### src/rtl/frogger_pkg.sv
// Shared definitions for the frogger game datapath.
//   - Grid geometry constants shared by the car movers, the frog controller
//     and the collision/level controller.
//   - Field widths for the position, level, lives and hold-counter buses.
//   - Game-state encoding, which is also the o_state debug/display code.
package frogger_pkg;

  // Geometry shared by every block that handles positions.
  localparam int CFG_NUM_LANES = 4;   // one car per lane
  localparam int CFG_GRID_W    = 20;  // valid x is 0..CFG_GRID_W-1
  localparam int CFG_LANE_ROW0 = 1;   // lane k occupies frog row CFG_LANE_ROW0+k
  localparam int CFG_GOAL_ROW  = 5;   // frog row that completes a level

  // Bus widths.
  localparam int CAR_X_W  = 5;
  localparam int FROG_Y_W = 4;
  localparam int LEVEL_W  = 7;
  localparam int LIVES_W  = 2;
  localparam int HOLD_W   = 25;

  // Game states; the numeric values are visible on o_state.
  typedef enum logic [2:0] {
    ST_IDLE     = 3'd0,
    ST_PLAY     = 3'd1,
    ST_HIT      = 3'd2,
    ST_LEVEL_UP = 3'd3,
    ST_OVER     = 3'd4
  } state_e;

endpackage

### src/rtl/collision_level_ctrl_if.sv
// Signal bundle between the collision/level controller and its neighbours.
//   slave  : the controller (consumes positions/start, drives game status)
//   master : the environment (car movers, frog controller, display logic)
// Inputs : i_frog_x, i_frog_y, i_car_x_flat (lane k at [5k+4:5k]), i_start
// Outputs: o_level, o_lives, o_hit, o_frog_reset, o_game_over, o_state
//
// Transfer semantics: there is no valid/ready pair. Every input is a level
// that is sampled on every rising clock edge; every output is a level that
// is valid for the whole cycle following the edge that produced it
// (o_hit is a single-cycle pulse).
interface collision_level_ctrl_if #(
  parameter int NUM_LANES = frogger_pkg::CFG_NUM_LANES
);
  import frogger_pkg::*;

  logic [CAR_X_W-1:0]           i_frog_x;
  logic [FROG_Y_W-1:0]          i_frog_y;
  logic [NUM_LANES*CAR_X_W-1:0] i_car_x_flat;
  logic                         i_start;
  logic [LEVEL_W-1:0]           o_level;
  logic [LIVES_W-1:0]           o_lives;
  logic                         o_hit;
  logic                         o_frog_reset;
  logic                         o_game_over;
  logic [2:0]                   o_state;

  modport slave (
    input  i_frog_x, i_frog_y, i_car_x_flat, i_start,
    output o_level, o_lives, o_hit, o_frog_reset, o_game_over, o_state
  );

  modport master (
    output i_frog_x, i_frog_y, i_car_x_flat, i_start,
    input  o_level, o_lives, o_hit, o_frog_reset, o_game_over, o_state
  );

endinterface

### src/rtl/lane_hit_cmp.sv
// Stage-1 compare: checks the frog position against every lane's car and
// against the goal row, and registers the two results.
//   clk_i, rst_ni   : clock, asynchronous active-low reset
//   frog_x_i/_y_i   : frog column / row
//   car_x_flat_i    : lane k car column at [5k+4:5k]
//   hit_r_o         : registered "frog shares a cell with some car"
//   goal_r_o        : registered "frog is on the goal row"
// GRID_W must be at most 31 so that the x limit fits the 5-bit column bus.
module lane_hit_cmp
  import frogger_pkg::*;
#(
  parameter int NUM_LANES = CFG_NUM_LANES,
  parameter int GRID_W    = CFG_GRID_W,
  parameter int LANE_ROW0 = CFG_LANE_ROW0,
  parameter int GOAL_ROW  = CFG_GOAL_ROW
) (
  input  logic                         clk_i,
  input  logic                         rst_ni,
  input  logic [CAR_X_W-1:0]           frog_x_i,
  input  logic [FROG_Y_W-1:0]          frog_y_i,
  input  logic [NUM_LANES*CAR_X_W-1:0] car_x_flat_i,
  output logic                         hit_r_o,
  output logic                         goal_r_o
);

  localparam logic [CAR_X_W-1:0]  X_LIMIT = CAR_X_W'(GRID_W);
  localparam logic [FROG_Y_W-1:0] GOAL_Y  = FROG_Y_W'(GOAL_ROW);

  logic [NUM_LANES-1:0] lane_hit;
  logic                 frog_x_ok;
  logic                 hit_d, goal_d;
  logic                 hit_q, goal_q;

  // Off-grid columns are "not on screen": they never collide, even when the
  // frog and the car carry the same out-of-range value.
  assign frog_x_ok = (frog_x_i < X_LIMIT);

  for (genvar k = 0; k < NUM_LANES; k++) begin : g_lane
    localparam logic [FROG_Y_W-1:0] ROW = FROG_Y_W'(LANE_ROW0 + k);
    logic [CAR_X_W-1:0] car_x;
    assign car_x       = car_x_flat_i[k*CAR_X_W +: CAR_X_W];
    assign lane_hit[k] = (frog_y_i == ROW) && frog_x_ok &&
                         (car_x < X_LIMIT) && (frog_x_i == car_x);
  end

  assign hit_d  = |lane_hit;
  assign goal_d = (frog_y_i == GOAL_Y);

  always_ff @(posedge clk_i or negedge rst_ni) begin
    if (!rst_ni) begin
      hit_q  <= 1'b0;
      goal_q <= 1'b0;
    end else begin
      hit_q  <= hit_d;
      goal_q <= goal_d;
    end
  end

  assign hit_r_o  = hit_q;
  assign goal_r_o = goal_q;

endmodule

### src/rtl/collision_level_ctrl.sv
// Collision / level controller: single owner of the game state.
// Compares car positions with the frog (via lane_hit_cmp), takes lives on
// hits, advances the level on goal arrivals and produces the level bus that
// feeds every car mover.
//   i_Clk, i_Rst_n : clock, asynchronous active-low reset
//   bus (slave)    : frog/car positions and start in; level, lives, hit
//                    pulse, frog reset, game over and state code out
// Input change to o_hit is two clocks: one for the registered compare, one
// for the registered FSM output.
module collision_level_ctrl
  import frogger_pkg::*;
#(
  parameter int                NUM_LANES   = CFG_NUM_LANES,
  parameter int                GRID_W      = CFG_GRID_W,
  parameter int                LANE_ROW0   = CFG_LANE_ROW0,
  parameter int                GOAL_ROW    = CFG_GOAL_ROW,
  parameter int                LIVES_INIT  = 3,
  parameter int                MAX_LEVEL   = 16,
  parameter logic [HOLD_W-1:0] HOLD_CYCLES = 25'd1000
) (
  input logic                  i_Clk,
  input logic                  i_Rst_n,
  collision_level_ctrl_if.slave bus
);

  localparam logic [LEVEL_W-1:0] LEVEL_ONE = LEVEL_W'(1);
  localparam logic [LEVEL_W-1:0] MAX_LVL   = LEVEL_W'(MAX_LEVEL);
  localparam logic [LIVES_W-1:0] LIVES_RST = LIVES_W'(LIVES_INIT);
  // Loading HOLD_CYCLES-1 and leaving at 0 keeps HIT/LEVEL_UP for exactly
  // HOLD_CYCLES clocks.
  localparam logic [HOLD_W-1:0]  HOLD_LOAD = HOLD_CYCLES - HOLD_W'(1);

  logic hit_r, goal_r;

  lane_hit_cmp #(
    .NUM_LANES (NUM_LANES),
    .GRID_W    (GRID_W),
    .LANE_ROW0 (LANE_ROW0),
    .GOAL_ROW  (GOAL_ROW)
  ) u_cmp (
    .clk_i        (i_Clk),
    .rst_ni       (i_Rst_n),
    .frog_x_i     (bus.i_frog_x),
    .frog_y_i     (bus.i_frog_y),
    .car_x_flat_i (bus.i_car_x_flat),
    .hit_r_o      (hit_r),
    .goal_r_o     (goal_r)
  );

  state_e               state_q, state_d;
  logic [LEVEL_W-1:0]   level_q, level_d;
  logic [LEVEL_W-1:0]   level_inc;
  logic [LIVES_W-1:0]   lives_q, lives_d;
  logic                 hit_q, hit_d;
  logic [HOLD_W-1:0]    cnt_q, cnt_d;

  assign level_inc = level_q + LEVEL_ONE;

  always_ff @(posedge i_Clk or negedge i_Rst_n) begin
    if (!i_Rst_n) begin
      state_q <= ST_IDLE;
      level_q <= LEVEL_ONE;
      lives_q <= LIVES_RST;
      hit_q   <= 1'b0;
      cnt_q   <= '0;
    end else begin
      state_q <= state_d;
      level_q <= level_d;
      lives_q <= lives_d;
      hit_q   <= hit_d;
      cnt_q   <= cnt_d;
    end
  end

  always_comb begin
    state_d = state_q;
    level_d = level_q;
    lives_d = lives_q;
    hit_d   = 1'b0;
    cnt_d   = cnt_q;
    unique case (state_q)
      ST_IDLE, ST_OVER: begin
        // Start (or restart) reloads a fresh game in the same cycle.
        if (bus.i_start) begin
          state_d = ST_PLAY;
          level_d = LEVEL_ONE;
          lives_d = LIVES_RST;
        end
      end
      ST_PLAY: begin
        // A hit wins over a simultaneous goal arrival.
        if (hit_r) begin
          state_d = ST_HIT;
          hit_d   = 1'b1;
          lives_d = lives_q - LIVES_W'(1);
          cnt_d   = HOLD_LOAD;
        end else if (goal_r) begin
          state_d = ST_LEVEL_UP;
          level_d = (level_inc > MAX_LVL) ? MAX_LVL : level_inc;
          cnt_d   = HOLD_LOAD;
        end
      end
      ST_HIT: begin
        // Compare results are ignored here, so a lingering collision during
        // the frog-reset hold cannot take a second life. Lives reach 0 only
        // on the way into this state, so the decrement never wraps.
        if (cnt_q == '0) begin
          state_d = (lives_q == '0) ? ST_OVER : ST_PLAY;
        end else begin
          cnt_d = cnt_q - HOLD_W'(1);
        end
      end
      ST_LEVEL_UP: begin
        if (cnt_q == '0) begin
          state_d = ST_PLAY;
        end else begin
          cnt_d = cnt_q - HOLD_W'(1);
        end
      end
      default: begin
        state_d = ST_IDLE;
      end
    endcase
  end

  assign bus.o_level      = level_q;
  assign bus.o_lives      = lives_q;
  assign bus.o_hit        = hit_q;
  assign bus.o_frog_reset = (state_q == ST_HIT) || (state_q == ST_LEVEL_UP);
  assign bus.o_game_over  = (state_q == ST_OVER);
  assign bus.o_state      = state_q;

endmodule

### src/flat_wrapper.sv
// flat-port wrapper written by rule: the top's interface ports become plain ports
module collision_level_ctrl_flat import frogger_pkg::*;
#(
  parameter int                NUM_LANES   = CFG_NUM_LANES,
  parameter int                GRID_W      = CFG_GRID_W,
  parameter int                LANE_ROW0   = CFG_LANE_ROW0,
  parameter int                GOAL_ROW    = CFG_GOAL_ROW,
  parameter int                LIVES_INIT  = 3,
  parameter int                MAX_LEVEL   = 16,
  parameter logic [HOLD_W-1:0] HOLD_CYCLES = 25'd1000
)
  (i_Clk, i_Rst_n, bus_i_frog_x, bus_i_frog_y, bus_i_car_x_flat, bus_i_start, bus_o_level, bus_o_lives, bus_o_hit, bus_o_frog_reset, bus_o_game_over, bus_o_state);
  collision_level_ctrl_if #(.NUM_LANES(NUM_LANES)) bus_i ();
  input logic i_Clk;
  input logic i_Rst_n;
  input wire logic [$bits(bus_i.i_frog_x)-1:0] bus_i_frog_x;
  input wire logic [$bits(bus_i.i_frog_y)-1:0] bus_i_frog_y;
  input wire logic [$bits(bus_i.i_car_x_flat)-1:0] bus_i_car_x_flat;
  input wire logic [$bits(bus_i.i_start)-1:0] bus_i_start;
  output wire logic [$bits(bus_i.o_level)-1:0] bus_o_level;
  output wire logic [$bits(bus_i.o_lives)-1:0] bus_o_lives;
  output wire logic [$bits(bus_i.o_hit)-1:0] bus_o_hit;
  output wire logic [$bits(bus_i.o_frog_reset)-1:0] bus_o_frog_reset;
  output wire logic [$bits(bus_i.o_game_over)-1:0] bus_o_game_over;
  output wire logic [$bits(bus_i.o_state)-1:0] bus_o_state;
  assign bus_i.i_frog_x = bus_i_frog_x;
  assign bus_i.i_frog_y = bus_i_frog_y;
  assign bus_i.i_car_x_flat = bus_i_car_x_flat;
  assign bus_i.i_start = bus_i_start;
  assign bus_o_level = bus_i.o_level;
  assign bus_o_lives = bus_i.o_lives;
  assign bus_o_hit = bus_i.o_hit;
  assign bus_o_frog_reset = bus_i.o_frog_reset;
  assign bus_o_game_over = bus_i.o_game_over;
  assign bus_o_state = bus_i.o_state;
  collision_level_ctrl #(.NUM_LANES(NUM_LANES), .GRID_W(GRID_W), .LANE_ROW0(LANE_ROW0), .GOAL_ROW(GOAL_ROW), .LIVES_INIT(LIVES_INIT), .MAX_LEVEL(MAX_LEVEL), .HOLD_CYCLES(HOLD_CYCLES)) u_core (.i_Clk(i_Clk), .i_Rst_n(i_Rst_n), .bus(bus_i));
endmodule
### config.mk
export PLATFORM = sky130hd
export DESIGN_NAME = collision_level_ctrl_flat
export DESIGN_NICKNAME = d
export VERILOG_FILES = /design/src/rtl/frogger_pkg.sv /design/src/rtl/collision_level_ctrl_if.sv /design/src/rtl/lane_hit_cmp.sv /design/src/rtl/collision_level_ctrl.sv /design/src/flat_wrapper.sv
export SDC_FILE = /design/constraint.sdc
export NUM_CORES = 1
export LEC_CHECK = 0
export CORE_ASPECT_RATIO = 0.9
export CORE_MARGIN = 2
export CORE_UTILIZATION = 35
export CTS_CLUSTER_DIAMETER = 200
export DETAILED_ROUTE_END_ITERATION = 10
export GPL_TIMING_DRIVEN = 0
export MAX_ROUTING_LAYER = met4
export PLACE_DENSITY = 0.58
export SLEW_MARGIN = 40
export SYNTH_ARGS = -nofsm -noshare
export SYNTH_HDL_FRONTEND = slang
export SYNTH_SLANG_ARGS = --single-unit
### constraint.sdc
create_clock -name i_Clk -period 2 [get_ports i_Clk]
set_clock_uncertainty 0.05 [all_clocks]
set_input_delay 0.4 -clock i_Clk [delete_from_list [all_inputs] [get_ports i_Clk]]
set_output_delay 0.4 -clock i_Clk [all_outputs]
set_load 0.005 [all_outputs]
==> results of run 1 <==
-- cell type report --
class	instances	area, um2	area share [%]
clock inverter	2	35.0	0.920
multi-input combinational	240	1740	45.6
timing repair buffer	70	681	17.9
tap	96	120	3.15
inverter	12	50.0	1.31
clock buffer	6	72.6	1.91
sequential	40	1010	26.6
buffer	10	101	2.66
-- final timing paths --
check	start	endpoint	slack, ns
worst max-delay path	u_core.cnt_q[0]	u_core.cnt_q[11]	-0.15
worst min-delay path	i_Rst_n	u_core.cnt_q[4]	-0.0003
worst max register to register	u_core.cnt_q[0]	u_core.cnt_q[11]	-0.15
worst min register to register	u_core.cnt_q[10]	u_core.cnt_q[10]	0.47
max in group asynchronous	i_Rst_n	u_core.bus.o_level[0]	1.63
min in group i_Clk	u_core.cnt_q[10]	u_core.cnt_q[10]	0.47
-- cell usage in the layout, fill, tap and decap left out, types with 4 or more instances in the layout --
cell              n
a21oi_1          19
a31oi_1           8
and2_1            4
buf_4            24
clkbuf_1          6
clkbuf_8          7
clkdlybuf4s50_1  40
dfrtp_1          30
dfrtp_2           7
inv_1             8
nand2_1          21
nand2b_1          6
nand3_1           8
nand3b_1          4
nand4_1           5
nor2_1           26
nor2b_1           4
nor3_1           12
nor4_1            4
nor4_4            5
o2111ai_1         4
o21ai_0          12
o21ai_1           4
or2_2             4
or3_1             5
or4_1             6
xnor2_1           6
xor2_1            9
-- power breakdown --
group / leakage [uW] / total, uW / internal, uW / switching (uW)
sequential: 0.000493 / 1260 / 989 / 270
combinational: 0.000969 / 1770 / 944 / 830
clock: 0.0000552 / 670 / 371 / 299
-- cells by family after synthesis --
family                   after synthesis  share of synthesized area, %
adder cells (fa/ha/maj)                5                          2.36
multiplexers                           2                         0.755
XOR/XNOR                              15                          4.95
flip-flops                            40                          37.9
AND/OR/NAND/NOR                      140                          30.5
buffers and inverters                 23                          3.73
AO/OA/AOI/OAI                         78                          19.8
-- flip-flops by register name, summed over array words and instances (netlist names) --
signal,flops
u_core.cnt_q,25
u_core.bus.o_state,3
u_core.u_cmp.goal_r_o,1
u_core.bus.o_lives,2
u_core.u_cmp.hit_r_o,1
u_core.bus.o_level,7
u_core.bus.o_hit,1
-- through the flow --
step / hold WS, ns / utilization (%) / std cells / cell area (um2)
floorplan: 0.0544 / - / 303 / 2670
global placement: 0.452 / 43.5 / 443 / 3230
detailed placement: 0.327 / 43.7 / 444 / 3250
CTS: 0.00152 / 48.3 / 466 / 3590
global route: 0.0136 / 51.2 / 476 / 3810
finish: -0.000271 / 51.2 / 476 / 3810
-- critical path, delay by kind of cell, from the launching register on --
kind                     cells  cell delay (ns)
AO/OA/AOI/OAI                1             0.41
adder cells (fa/ha/maj)      1             0.16
buffers and inverters        2             0.23
flip-flops                   1             0.42
AND/OR/NAND/NOR              4             0.81
-- layer usage --
metal	GRT usage, %	vias up
met2	29.6	71
met3	3.74	14
li1	-	1275
met4	6.75	0
met5	-	-
met1	23.6	1235
-- what timing repair did --
action | CTS | global route
gates cloned | 0 | 2
pin swaps | 10 | 7
setup endpoints to repair | 33 | 29
resized for setup | 42 | 24
setup buffers | 15 | 8
==> summary.md, run 1 <==
| Metric | Value |
|---|---|
| Setup WS pre-CTS | `-0.365 ns` |
| Post-Syn Area | `2650 um2` |
| Vias in the first global route | `2525` |
| Metal2 WL | `3510 um` |
| Diode count | `0` |
| Ys flop type | `dfrtp_1` |
| Sequential share of the synthesized area | `37.9%` |
| Final worst path period share | `107%` |
| Row count | `30` |
| Clock slew at reported path FFs | `0.08 ns` |
| Core footprint | `7430 um2` |
| Initial Utilization | `35.7%` |
| TritonCTS Buffers | `5` |
| Clock latency on the worst-skew pair | `0.30 ns` |
| Max Cap Viol | `0` |
| Cell taking the most area after synthesis | `dfrtp_1` |
| Detailed Route WL | `7350 um` |
| TritonCTS clock tree | `yes` |
| Die H | `86.6 um` |
| Crit end category | `register` |
| FILL cells | `668` |
| Minimum clock period | `2.15 ns` |
| Largest stage delay, worst path | `0.46 ns` |
| Critical path cell sequence | `inv_2 -> ha_2 -> nor4b_4 -> and4_4 -> a211o_4 -> buf_12 -> or4_1 -> nand2_1` |
| Total congestion overflow | `0` |
| Hold Buf Count CTS | `0` |
| Via count | `2595` |
| Clk sinks | `40` |
| Die Width | `95.8 um` |
| Die ar. | `8290 um2` |
| Setup CP Type | `reg2reg` |
| Routed vias/inst | `5.45` |
| Worst reg-to-reg path cell count | `8` |
| Slowest-stage cell, CP | `or4_1` |
| Critical path peak fanout | `7` |
| CTS Buffer Depth | `2` |
| Fin nets | `416` |
| WL met3 | `320 um` |
| I/O Pins | `47` |
| WL/cell | `15.4 um` |
| Wl on met1 | `3360 um` |
| Most common cell in the netlist | `dfrtp_1` |
| Share of post-route cells with drive strength above 1 | `25.3%` |
| Tot GR Track Use | `18.6%` |
| Mapped Cells | `303` |
| Slew Limit Fails | `0` |
| Clock Tree Root | `clkbuf_8` |
| Routability cong. | `0.818` |
| Synthesized flop and latch total | `40` |
| Detailed Routing Iterations Pass 1 | `4` |
| Dpl hpwl | `4860 um` |
| Synth async-reset ratio | `100%` |
| Highest metal used | `met4` |
| DRC errors left | `0` |
| Post-Syn Area per Cell | `8.75 um2` |
| CP Launch Type | `register` |
| Fin Setup TNS | `-1.67 ns` |
| P&R area growth vs syn | `43.6%` |
| Top cells by area, synth | `dfrtp_1 35%, nor2_1 4.1%, a21oi_1 3.8%, o21ai_0 3.4%, dfstp_2 3.0%` |
| Final Hold Viols | `1` |
| Setup violations, final | `15` |
| Port Buffer Count | `44` |
| Outcome | `complete, but fails checks` |
| Post-route ant nets | `0` |
| CTS H-tree lvls | `2` |
| Yosys warnings | `0` |
| Fmax | `466 MHz` |
| Failing checks | `negative hold slack, negative setup slack` |
| P_leak | `0.00152 uW` |
| Top cells by count, synth | `37 x dfrtp_1, 29 x nor2_1, 21 x nand2_1` |
| VDD IR-drop max | `0.414 mV` |
| RSZ-0062 raised after global routing | `true` |
| Initial antenna violation count | `0` |
| Final worst slack | `-0.146 ns` |
| Pin count of the biggest net entering global routing | `41` |
| Synth top area share | `34.9%` |
| Worst slew margin | `61.1%` |
| Slew @ Worst Pin | `0.579 ns` |
| Hold Slack | `-0.000271 ns` |
| Worst EP required | `2.18 ns` |
| Number of synthesized flops with an enable pin | `0` |
| First-pass GRT wire length | `11800 um` |
| Pwr dens | `972 nW/um2` |
| CP Data Arrival Time | `2.33 ns` |
| Yosys cell types | `58` |
| Synthesized Nets | `340` |
| Worst hold path class | `in2async` |
| Overall power | `3700 uW` |
| Initial DRC count | `128` |
(Power assumes the default switching activity.)
==> run 2: changes to the inputs <==
- clock period: 2 -> 1.8 ns (I/O delays scaled with it)
==> summary.md, run 2 (synthesis results as in run 1) <==
| Metric | Value |
|---|---|
| CTS H-tree lvls | `2` |
| Crit end category | `register` |
| Via count | `2687` |
| Failing checks | `negative setup slack` |
| Die H | `86.6 um` |
| Slew Limit Fails | `0` |
| Crit-path most repeated cell | `buf_4` |
| Fin nets | `430` |
| Core footprint | `7430 um2` |
| Worst hold start | `u_core.bus.o_lives[1]` |
| Minimum clock period | `2.17 ns` |
| Placed cells | `444` |
| Routed vias/inst | `5.48` |
| Initial antenna violation count | `0` |
| Pwr dens | `1140 nW/um2` |
| Die Width | `95.8 um` |
| FILL cells | `643` |
| R2r setup slk | `-0.37 ns` |
| TritonCTS Buffers | `5` |
| Hold Slack | `0.482 ns` |
| Worst path buffer plus inverter count | `2` |
| Worst hold path cell count | `2` |
| Initial DRC count | `124` |
| Total congestion overflow | `0` |
| Layout Utilization | `55.2%` |
| Max Cap Viol | `0` |
| Dpl hpwl | `4790 um` |
| Detailed Routing Iterations Pass 1 | `5` |
| CP Launch Type | `register` |
| Worst hold path class | `reg2reg` |
| Worst EP required | `1.97 ns` |
| Fmax | `461 MHz` |
| Setup CP Type | `reg2reg` |
| Routability cong. | `0.823` |
| Vias in the first global route | `2491` |
| Detailed Route WL | `7630 um` |
| Worst reg-to-reg path cell count | `7` |
| Largest delay share family, worst path | `simple AND/OR/NAND/NOR gates` |
| Final Hold Viols | `0` |
| Row count | `30` |
| First-pass GRT wire length | `11800 um` |
| Most frequent cells in the layout | `39 x clkdlybuf4s50_1, 33 x dfrtp_1, 29 x buf_4, 27 x nor2_1, 19 x nand2_1` |
| Final worst slack | `-0.368 ns` |
| Diode count | `0` |
| Largest stage delay, worst path | `0.40 ns` |
| Slew @ Worst Pin | `0.635 ns` |
| Commonest non-fill, non-tap cell in the layout | `clkdlybuf4s50_1` |
| Post-route insts no fill | `490` |
| Critical path cell sequence | `buf_4 -> or3_4 -> nor4_4 -> buf_4 -> nand4_1 -> or3_1 -> a21oi_1` |
| I/O Pins | `47` |
| Final worst path period share | `120%` |
| R2r endpoint | `u_core.cnt_q[17]` |
| P&R area growth vs syn | `54.6%` |
| Slowest-stage cell, CP | `dfrtp_1` |
| Outcome | `complete, but fails checks` |
| Worst slew margin | `57.3%` |
| Critical path peak fanout | `4` |
| TritonCTS clock tree | `yes` |
| Hold worst-path end | `u_core.bus.o_lives[1]` |
| Clock Tree Root | `clkbuf_8` |
| Flip-flop count of the largest register after layout | `25` |
| WL/cell | `15.6 um` |
| P_leak | `0.00165 uW` |
| Port Buffer Count | `44` |
| Reg with most FFs | `u_core.cnt_q` |
| Initial Utilization | `35.7%` |
| VDD IR-drop max | `0.392 mV` |
| Clk sinks | `40` |
| Tot GR Track Use | `18.5%` |
| DRC errors left | `0` |
| Share of post-route cells with drive strength above 1 | `32.0%` |
| Worst reg2reg path startpoint | `u_core.cnt_q[0]` |
| CTS Buffer Depth | `2` |
| Clock slew at reported path FFs | `0.08 ns` |
| Setup WS pre-CTS | `-0.508 ns` |
| Die ar. | `8290 um2` |
| Setup violations, final | `25` |
| Clock latency on the worst-skew pair | `0.30 ns` |
| Pin count of the biggest net entering global routing | `41` |
| CP Data Arrival Time | `2.34 ns` |
| Fin Setup TNS | `-6.14 ns` |
| RSZ-0062 raised after global routing | `true` |
| Post-route ant nets | `0` |
-- run 2: changes by cell type in the layout (fill, tap and decap cells not counted), sizes merged --
cell | before | now
buf | 28 | 42
clkbuf | 15 | 16
clkdlybuf4s15 | 0 | 1
clkdlybuf4s50 | 40 | 39
clkinv | 1 | 0
dlygate4sd3 | 0 | 1
dlymetal6s2s | 1 | 0
-- run 2: final cells by class --
cell class                      count  area, um2  share of cell area [%]
Buffer                             11        106                    2.59
Clock buffer                        7       96.3                    2.35
Clock inverter                      1       30.0                   0.732
Inverter                           12       55.1                    1.34
Multi-Input combinational cell    240       1860                    45.3
Sequential cell                    40       1010                    24.6
Tap cell                           96        120                    2.93
Timing Repair Buffer               83        825                    20.1
-- run 2: report_power, final --
part	switching, uW	internal (uW)
Combinational	1130	1340
Clock	333	490
Sequential	285	1090
-- run 2: how the worst max path moves through the flow --
stage                          startpoint                    end  slack (ns)  depth (start not counted)
final                     u_core.cnt_q[0]       u_core.cnt_q[17]       -0.37                          7
after global routing      u_core.cnt_q[0]       u_core.cnt_q[17]       -0.44                          7
after CTS                 u_core.cnt_q[8]       u_core.cnt_q[17]       -0.31                          6
after detailed placement  bus_i_frog_x[4]   u_core.u_cmp.hit_r_o       -0.51                          6
after global placement            i_Rst_n  u_core.bus.o_level[1]       -0.83                          1
after floorplan           u_core.cnt_q[0]       u_core.cnt_q[22]       -0.18                          7
-- run 2: worst min-delay path, cell delays in order, from the launching register on --
cell and delay [ns]:
dfstp_2 0.38, nor2_1 0.10, a21oi_1 0.05
-- run 2: repair_timing --
| item | CTS | global route |
|---|---|---|
| hold buffers | 1 | 0 |
| endpoints found under the setup margin | 35 | 37 |
| pin swaps | 12 | 21 |
| cloned | 1 | 2 |
| resized for setup | 52 | 50 |
| endpoints found under the hold margin | 37 | 0 |
| buffers inserted | 23 | 11 |
-- run 2: routing by layer --
layer	vias to the layer above	GRT usage (%)	part of all wire, %
met5	-	-	0
met4	0	5.06	1.4
met3	11	3.39	4.1
met2	61	28.2	48
met1	1297	25.3	46
li1	1318	-	-
-- run 2: through the flow --
step	area [um2]	power, uW
final	4100	4670
after detailed placement	3280	2800
after CTS	3780	4120
after global placement	3260	2770
after global routing	4100	4960
after floorplan	2700	2240
